File: config.mk
export PLATFORM = sky130hd
export DESIGN_NAME = alu_exec_unit
export DESIGN_NICKNAME = d
export VERILOG_FILES = /design/src/rtl/exec_pkg.sv /design/src/rtl/reg_file.sv /design/src/rtl/alu_exec_unit.sv
export SDC_FILE = /design/constraint.sdc
export NUM_CORES = 1
export LEC_CHECK = 0
export ABC_AREA = 1
export BUFFER_PORTS_ARGS = -buffer_cell sky130_fd_sc_hd__buf_4
export CORE_MARGIN = 2
export CORE_UTILIZATION = 35
export DETAILED_ROUTE_END_ITERATION = 7
export PLACE_DENSITY = 0.57
export SYNTH_ARGS = -nofsm -noshare
export SYNTH_HDL_FRONTEND = slang
export SYNTH_SLANG_ARGS = --single-unit
File: constraint.sdc
create_clock -name clk -period 1.95 [get_ports clk]
set_input_delay 0.0975 -clock clk [delete_from_list [all_inputs] [get_ports clk]]
set_output_delay 0.0975 -clock clk [all_outputs]
set_load 0.02 [all_outputs]
File: src/rtl/exec_pkg.sv
// Shared types for the execute/writeback stage: opcodes, FSM states and
// default sizing. Opcodes 5..7 have no enum member and decode as NOP.
package exec_pkg;

   localparam int DEFAULT_REG_COUNT = 16;
   localparam int DEFAULT_DATA_BITS = 8;

   typedef enum logic [2:0] {
      OP_ADD  = 3'd0,
      OP_SUB  = 3'd1,
      OP_CMP  = 3'd2,
      OP_MOV  = 3'd3,
      OP_MOVI = 3'd4
   } exec_op_e;

   typedef enum logic [1:0] {
      ST_IDLE      = 2'd0,
      ST_OPERAND   = 2'd1,
      ST_EXECUTE   = 2'd2,
      ST_WRITEBACK = 2'd3
   } exec_state_e;

   // Ops whose result lands in R[rd].
   function automatic logic op_writes_rd(input logic [2:0] op);
      return (op == OP_ADD) || (op == OP_SUB) || (op == OP_MOV) || (op == OP_MOVI);
   endfunction

   // Ops that drive the ALU and take their carry from it.
   function automatic logic op_uses_alu(input logic [2:0] op);
      return (op == OP_ADD) || (op == OP_SUB) || (op == OP_CMP) || (op == OP_MOV);
   endfunction

endpackage

File: src/rtl/reg_file.sv
// General register file: two combinational operand read ports, one
// combinational debug read port, one synchronous write port and an
// asynchronous active-low clear of every entry.
module reg_file
   import exec_pkg::*;
#(
   parameter  int DATA_BITS = DEFAULT_DATA_BITS,
   parameter  int REG_COUNT = DEFAULT_REG_COUNT,
   localparam int REG_BITS  = $clog2(REG_COUNT)
) (
   input  logic                 clk_i,
   input  logic                 rst_ni,
   input  logic                 we_i,
   input  logic [REG_BITS-1:0]  waddr_i,
   input  logic [DATA_BITS-1:0] wdata_i,
   input  logic [REG_BITS-1:0]  rs_addr_i,
   output logic [DATA_BITS-1:0] rs_data_o,
   input  logic [REG_BITS-1:0]  rt_addr_i,
   output logic [DATA_BITS-1:0] rt_data_o,
   input  logic [REG_BITS-1:0]  dbg_addr_i,
   output logic [DATA_BITS-1:0] dbg_data_o
);

   logic [DATA_BITS-1:0] mem_q [REG_COUNT];

   // Storage: cleared on reset, single write per cycle.
   always_ff @(posedge clk_i or negedge rst_ni) begin
      if (!rst_ni) begin
         for (int i = 0; i < REG_COUNT; i++) begin
            mem_q[i] <= '0;
         end
      end else if (we_i) begin
         mem_q[waddr_i] <= wdata_i;
      end
   end

   assign rs_data_o  = mem_q[rs_addr_i];
   assign rt_data_o  = mem_q[rt_addr_i];
   assign dbg_data_o = mem_q[dbg_addr_i];

endmodule

File: src/rtl/alu_exec_unit.sv
// Execute/writeback stage around an external combinational ALU.
// One instruction every four cycles: IDLE -> OPERAND -> EXECUTE -> WRITEBACK.
// Optional macro EXEC_SIGNED_FLAGS_EN adds the neg/overflow flag logic;
// without it ovf_flag and neg_flag are constant 0.
//
// Handshake: an instruction is taken on a rising edge where in_valid and
// in_ready are both 1; in_ready is 1 only in IDLE, and upstream keeps
// in_valid and the instruction fields stable until that edge.
module alu_exec_unit
   import exec_pkg::*;
#(
   parameter  int DATA_BITS = DEFAULT_DATA_BITS,
   parameter  int REG_COUNT = DEFAULT_REG_COUNT,
   localparam int REG_BITS  = $clog2(REG_COUNT)
) (
   input  logic                 clk,
   input  logic                 reset_n,
   input  logic                 in_valid,
   output logic                 in_ready,
   input  logic [2:0]           in_op,
   input  logic [REG_BITS-1:0]  in_rd,
   input  logic [REG_BITS-1:0]  in_rs,
   input  logic [REG_BITS-1:0]  in_rt,
   input  logic [DATA_BITS-1:0] in_imm,
   output logic [DATA_BITS-1:0] alu_a,
   output logic [DATA_BITS-1:0] alu_b,
   output logic                 alu_cin,
   input  logic [DATA_BITS-1:0] alu_result,
   input  logic                 alu_cout,
   output logic                 zero_flag,
   output logic                 carry_flag,
   output logic                 ovf_flag,
   output logic                 neg_flag,
   output logic                 done,
   input  logic [REG_BITS-1:0]  dbg_addr,
   output logic [DATA_BITS-1:0] dbg_data
);

   localparam int MSB = DATA_BITS - 1;

   exec_state_e state_q, state_d;

   logic                 in_ready_c;
   logic                 load_ops;
   logic                 capture;
   logic                 retire;

   logic [2:0]           op_q;
   logic [REG_BITS-1:0]  rd_q, rs_q, rt_q;
   logic [DATA_BITS-1:0] imm_q;

   logic [DATA_BITS-1:0] alu_a_q, alu_b_q;
   logic                 alu_cin_q;
   logic [DATA_BITS-1:0] res_q;
   logic                 cout_q;

   logic                 zero_q, carry_q, done_q;
   logic                 rf_we;
   logic [DATA_BITS-1:0] rs_data, rt_data;

   // State register.
   always_ff @(posedge clk or negedge reset_n) begin
      if (!reset_n) begin
         state_q <= ST_IDLE;
      end else begin
         state_q <= state_d;
      end
   end

   // Next-state and per-state strobes.
   always_comb begin
      state_d    = state_q;
      in_ready_c = 1'b0;
      load_ops   = 1'b0;
      capture    = 1'b0;
      retire     = 1'b0;
      case (state_q)
         ST_IDLE: begin
            in_ready_c = 1'b1;
            if (in_valid) begin
               state_d = ST_OPERAND;
            end
         end
         ST_OPERAND: begin
            load_ops = 1'b1;
            state_d  = ST_EXECUTE;
         end
         ST_EXECUTE: begin
            capture = 1'b1;
            state_d = ST_WRITEBACK;
         end
         ST_WRITEBACK: begin
            retire  = 1'b1;
            state_d = ST_IDLE;
         end
         default: begin
            state_d = ST_IDLE;
         end
      endcase
   end

   assign in_ready = in_ready_c;

   // Instruction latch, loaded on the accepting edge.
   always_ff @(posedge clk or negedge reset_n) begin
      if (!reset_n) begin
         op_q  <= '0;
         rd_q  <= '0;
         rs_q  <= '0;
         rt_q  <= '0;
         imm_q <= '0;
      end else if (in_valid && in_ready_c) begin
         op_q  <= in_op;
         rd_q  <= in_rd;
         rs_q  <= in_rs;
         rt_q  <= in_rt;
         imm_q <= in_imm;
      end
   end

   // ALU operand registers; MOVI and NOP leave them untouched.
   always_ff @(posedge clk or negedge reset_n) begin
      if (!reset_n) begin
         alu_a_q   <= '0;
         alu_b_q   <= '0;
         alu_cin_q <= 1'b0;
      end else if (load_ops) begin
         case (op_q)
            OP_ADD: begin
               alu_a_q   <= rs_data;
               alu_b_q   <= rt_data;
               alu_cin_q <= 1'b0;
            end
            OP_SUB, OP_CMP: begin
               alu_a_q   <= rs_data;
               alu_b_q   <= rt_data;
               alu_cin_q <= 1'b1;
            end
            OP_MOV: begin
               alu_a_q   <= rs_data;
               alu_b_q   <= '0;
               alu_cin_q <= 1'b0;
            end
            default: ;
         endcase
      end
   end

   // Result capture; MOVI bypasses the ALU with its immediate.
   always_ff @(posedge clk or negedge reset_n) begin
      if (!reset_n) begin
         res_q  <= '0;
         cout_q <= 1'b0;
      end else if (capture) begin
         res_q  <= (op_q == OP_MOVI) ? imm_q : alu_result;
         cout_q <= alu_cout;
      end
   end

   // Architectural Z/C flags and the retire pulse.
   always_ff @(posedge clk or negedge reset_n) begin
      if (!reset_n) begin
         zero_q  <= 1'b0;
         carry_q <= 1'b0;
         done_q  <= 1'b0;
      end else begin
         done_q <= retire;
         if (retire) begin
            if (op_uses_alu(op_q)) begin
               zero_q  <= (res_q == '0);
               carry_q <= cout_q;
            end else if (op_q == OP_MOVI) begin
               zero_q <= (res_q == '0);
            end
         end
      end
   end

   assign rf_we = retire && op_writes_rd(op_q);

   reg_file #(
      .DATA_BITS (DATA_BITS),
      .REG_COUNT (REG_COUNT)
   ) u_reg_file (
      .clk_i      (clk),
      .rst_ni     (reset_n),
      .we_i       (rf_we),
      .waddr_i    (rd_q),
      .wdata_i    (res_q),
      .rs_addr_i  (rs_q),
      .rs_data_o  (rs_data),
      .rt_addr_i  (rt_q),
      .rt_data_o  (rt_data),
      .dbg_addr_i (dbg_addr),
      .dbg_data_o (dbg_data)
   );

`ifdef EXEC_SIGNED_FLAGS_EN
   logic neg_q, ovf_q;
   logic eff_b_msb;

   // Subtracts feed the ALU ~b, so overflow is judged against that operand.
   assign eff_b_msb = alu_cin_q ? ~alu_b_q[MSB] : alu_b_q[MSB];

   // Signed flags: ALU ops update both, MOVI updates only the sign.
   always_ff @(posedge clk or negedge reset_n) begin
      if (!reset_n) begin
         neg_q <= 1'b0;
         ovf_q <= 1'b0;
      end else if (retire) begin
         if (op_uses_alu(op_q)) begin
            neg_q <= res_q[MSB];
            ovf_q <= (alu_a_q[MSB] == eff_b_msb) && (res_q[MSB] != alu_a_q[MSB]);
         end else if (op_q == OP_MOVI) begin
            neg_q <= res_q[MSB];
         end
      end
   end

   assign neg_flag = neg_q;
   assign ovf_flag = ovf_q;
`else
   assign neg_flag = 1'b0;
   assign ovf_flag = 1'b0;
`endif

   assign alu_a      = alu_a_q;
   assign alu_b      = alu_b_q;
   assign alu_cin    = alu_cin_q;
   assign zero_flag  = zero_q;
   assign carry_flag = carry_q;
   assign done       = done_q;

endmodule
Yosys cells after proc, flatten, opt, wreduce, memory -nomap -nowiden. Index checks and enable logic that the tools add are counted.

Order comparisons: 5. Equality and inequality tests: 8. Multiplexer cells: 23. Bitwise gates (word level): 4. Reductions and logical operators: 23.

Operators by type and width (number): 128-bit bitwise mux (1); 8-bit binary-select mux with 4-bit select (3); 8-bit two-way mux (8); 8-bit demux with 4-bit select (1); 5-bit greater-or-equal comparator, second input constant (4); 4-bit NOT with 5-bit output (4); 8-bit one-hot mux with 2 select lines (1); 2-bit AND reduction (5); 8-bit logical NOT (1); 2-bit one-hot mux with 4 select lines (1); 3-bit by 2-bit == test with 1-bit output, second input constant (2); 1-bit two-way mux (6); 2-bit nonzero test (3); 1-bit logical OR (5); 5-bit by 1-bit less-than comparator with 1-bit output, second input constant (1); 2-bit == test, second input constant (2); 2-bit OR reduction (2); 4-bit OR reduction (1); 3-bit by 1-bit == test with 1-bit output, second input constant (1); 3-bit == test, second input constant (1); 1-bit logical AND (3); 3-bit logical NOT (1); 3-bit OR reduction (1); 2-bit by 1-bit == test with 1-bit output, second input constant (1); 4 further kinds (4).

Flip-flop bits (word level): 182. Input port bits: 39. Output and inout bits: 31. Word-level logic and storage cells: 93.

Depth between registers and ports, before layout.
Depth after elaboration: 6. Gate-level depth with buffers: 11. Gate-level depth less buffers: 9.

Hierarchy. Synthesis repeated with hierarchy kept, for this count alone.

Cell total of the unflattened synthesis: 1678. Area total of the unflattened synthesis: 11064.4 µm².

By module, submodules not included: reg_file (instances 1, cells each 1401, area each 8634.5 µm²); alu_exec_unit (instances 1, cells each 277, area each 2429.8 µm²).

Worst setup path before layout. OpenSTA, ideal clock, no wires.

Path kind: reg-to-reg. Start point: reg state_q[0]. End point: reg op_q[0]. Data arrival time: 1.605 ns. Slack: 0.268 ns. Cell stages (with the launch flop): 8. Path buffers: 2. Clock period less this slack: 1.682 ns. Cell sequence: dfrtp_1 inv_1 ha_1 nand2_1 clkbuf_1 clkbuf_1 nor2_1 a21oi_1.

Cells in the longest elaborated chain, start to end: 3.

RTL lines: start: declaration (RTL line alu_exec_unit.sv:41) `exec_state_e state_q, state_d;`; start signal: assignment (RTL line alu_exec_unit.sv:66) `state_q <= state_d;`; 2-bit logical NOT (RTL line alu_exec_unit.sv:77) `case (state_q)`; 1-bit two-way mux (RTL line alu_exec_unit.sv:77); named net in_ready (RTL line alu_exec_unit.sv:19) `output logic in_ready,`; 1-bit logical AND (RTL line alu_exec_unit.sv:112) `end else if (in_valid && in_ready_c) begin`; end signal: assignment (RTL line alu_exec_unit.sv:113) `op_q <= in_op;`; end: declaration (RTL line alu_exec_unit.sv:48) `logic [2:0] op_q;`.

The timed path passes the listed nets, and every way through them passes these cells. A chain may end at the register's enable or synchronous reset.

Worst setup path after layout.
Start point: reg u_reg_file.mem_q[52] in the netlist's numbering. End point: out dbg_data[4].

Cells in the longest elaborated chain, start to end: 3.

RTL lines: start: declaration (RTL line reg_file.sv:24) `logic [DATA_BITS-1:0] mem_q [REG_COUNT];`; start signal: indexed assignment (RTL line reg_file.sv:33) `mem_q[waddr_i] <= wdata_i;`; 8-bit binary-select mux with 4-bit select (RTL line reg_file.sv:39) `assign dbg_data_o = mem_q[dbg_addr_i];`; 8-bit two-way mux (implied by the code) (2 in series) (RTL line reg_file.sv:39); end: declaration (RTL line alu_exec_unit.sv:36) `output logic [DATA_BITS-1:0] dbg_data`.

No other way between the ends. The select of a mux whose other input is x is not followed.

==> results.cfg <==
[final_layout]
drive_above_1_share = 0.107
num_antenna_cells = 0
seq_area_um2 = 4560
multi_input_area_um2 = 5230
area.growth.synth_to_final_pct = 18.5
nets = 1688
layout_common_cells = nand2_1 (538), nand3_1 (240), dfrtp_1 (180)
design_area_um2 = 12800
fillers = 3187
final_common_cell = nand2_1

[sta]
fin_worst_skew_ns = 0.0176
rsz0062_at_grt = no
finalMaxSlewViolations = 0
finalSetupTns_ns = 0
hold_viol_final = 0
clock.fmax_mhz = 542
finalCritPeriodShare = 0.945
worst_pin_slew_ns = 0.547
timing.slew.headroom = 0.636
setup_viol = 0
period_minus_slack_ns = 1.84

[power_and_ir_drop]
vdd_drop_max_mv = 0.825
p_int_w = 0.00967
total_leakage_power_nw = 6.16
p_seq_frac = 0.316
power_w = 0.0188
power_frac_comb = 0.494
power_frac_clock = 0.189
p_sw_w = 0.00909
power.density_nw_per_um2 = 1460
swShare = 0.485

[worst_setup_path]
r2r_slack_ns = 0.23
reg2reg_depth = 8
path_max_fanout = 3
crit_slowest_cell = dfrtp_1
slowest_delay_ns = 0.38
reg2reg_to = u_reg_file.mem_q[115]
required_ns = 1.85
criticalPathCategory = register to primary output
endpoint_kind = primary output
startpoint_type = register
crit_top_cell = nand3_1
crit_chain = inv_1 > a21oi_1 > o21ai_0 > nand3_1 > nand3_1 > nand2_1 > buf_4
r2r-start = state_q[0]
timing.critical_path.arrival_ns = 1.75

[floorplanning]
dieHeight_um = 180
start_util = 0.354
core_um2 = 30500
dieArea_um2 = 32300
num_io_pins = 70
fp.dieW_um = 180
num_rows = 64

[synthesis]
synth_top_family_by_area = simple AND/OR/NAND/NOR gates
synth-xor-area-share = 0
synth_seq_cells = 182
netlist_area_um2 = 10800
synthSimpleGateAreaFrac = 0.337
postSynthCellCount = 1580
synth-seq-area-share = 0.421
yosys.cell_types.count = 23
synth_warnings = 0
muxShareOfSynthArea = 0.00833
synth_adder_area_share = 0.00463
synth_compound_area_frac = 0.132
avgSynthCellArea_um2 = 6.84

[placement]
io_buffers = 67
hpwl_um = 26200
place_congestion = 0.956
post_dp_cell_area_um2 = 11900

[clock_tree]
cts.sinks = 182
clock_latency_ns = 0.45
cts-htree-levels = 4
path_clk_slew_ns = 0.08
clock_tree.buffer_depth = 2
cts_setup_buffers = 0
cts_buffers = 17
cts_tree = built
root_buffer = clkbuf_16

[job]
cap_violations = 0

[detailed_routing]
drt_pass1_iterations = 6
drc = 0
drt-initial-drc-count = 1355
routed_wl_um = 39100
viasPerCell = 5.29
ant_nets = 0
avgRoutedWirePerCell_um = 19.0
via_count = 10900

[grt]
track_usage = 0.241
overflow = 0
grt_pass1_wl_um = 60100
grt_antenna_before_repair = 0
grt_pass1_vias = 9801
grt_max_degree = 81

[min_path]
min_path_type = primary input to asynchronous set/reset pin

[run_status]
status = complete, no violations
-- final cells by class --
| cell class | instances | share of cell area |
|---|---|---|
| flip-flops and latches | 182 | 0.356 |
| repair buffers | 153 | 0.108 |
| well taps | 396 | 0.0387 |
| multi-input cells | 1147 | 0.408 |
| clock inverters | 15 | 0.0140 |
| inverters | 144 | 0.0422 |
| clock buffers | 17 | 0.0332 |
-- timing repair --
action / 4_1_cts / 5_1_grt
endpoints found under the setup margin: 0 / 16
resized for setup: 0 / 4
endpoints found under the hold margin: 80 / 0
hold buffers: 34 / 0
-- cells in the mapped netlist (all sizes together) --
master,instances,share of area
mux2,8,0.0083
a22o,1,0.00081
nor2,75,0.026
nand3,241,0.11
a21oi,51,0.024
conb,1,0.00035
buf,41,0.024
inv,139,0.048
ha,4,0.0046
o22ai,9,0.0058
o21ai,171,0.079
clkinv,5,0.0017
dfrtp,182,0.42
nor4,2,0.0012
nand2,551,0.20
o211ai,32,0.022
clkbuf,67,0.023
-- cells by family (layout without fill, tap and decap cells) --
logic type | count (synthesis) | after routing
buffers and inverters | 252 | 329
multiplexers | 8 | 8
adder cells (fa/ha/maj) | 4 | 4
flip-flops | 182 | 182
AND/OR/NAND/NOR | 869 | 869
AO/OA/AOI/OAI | 264 | 264
other | 1 | 2
-- state kept, by name (all words and copies together), names as in the netlist --
signal            cells
alu_a                 8
alu_b                 8
alu_cin               1
carry_flag            1
cout_q                1
done                  1
imm_q                 8
op_q                  3
rd_q                  4
res_q                 8
rs_q                  4
rt_q                  4
state_q               2
u_reg_file.mem_q    128
zero_flag             1
-- power groups by stage --
stage / registers, W / logic [W] / clock network (W)
3_3_place_gp: 0.00596 / 0.00897 / 0
4_1_cts: 0.00591 / 0.00915 / 0.00361
5_1_grt: 0.00608 / 0.0102 / 0.00378
2_1_floorplan: 0.00573 / 0.00570 / 0
6_report: 0.00594 / 0.00928 / 0.00355
3_5_place_dp: 0.00596 / 0.00907 / 0
-- per-layer routing --
layer	global-route usage	vias up	wire, µm	share of wire
li1	-	5232	-	-
met1	0.349	5082	17400	0.44
met2	0.373	507	17400	0.45
met3	0.0403	53	3390	0.087
met4	0.0689	0	915	0.023
met5	0	-	0	0
-- metrics by stage --
stage | cells | worst slack [ns] | util | hold slack, ns
6_report | 2054 | 0.107 | 0.420 | 0.141
5_1_grt | 2054 | 0.0383 | 0.420 | 0.185
4_1_cts | 2054 | 0.118 | 0.420 | 0.176
3_5_place_dp | 1988 | 0.190 | 0.389 | 0.0810
3_3_place_gp | 1988 | 0.242 | 0.389 | 0.0760
2_1_floorplan | 1581 | 0.268 | - | -0.198
-- worst max-delay path by stage --
stage | end | slack [ns] | cells after the start | start
floorplan | op_q[0] | 0.27 | 7 | state_q[0]
global placement | u_reg_file.mem_q[19] | 0.24 | 7 | state_q[0]
detailed placement | u_reg_file.mem_q[22] | 0.19 | 6 | state_q[0]
CTS | dbg_data[6] | 0.12 | 7 | u_reg_file.mem_q[6]
global route | dbg_data[4] | 0.04 | 7 | u_reg_file.mem_q[20]
finish | dbg_data[4] | 0.11 | 7 | u_reg_file.mem_q[52]
-- critical path: cells and delay by family, from the launching register on --
family | cells | cell delay, ns
buffers and inverters | 2 | 0.23
AO/OA/AOI/OAI | 2 | 0.20
AND/OR/NAND/NOR | 3 | 0.49
flip-flops | 1 | 0.38
Power figures use the tool's default switching activity.
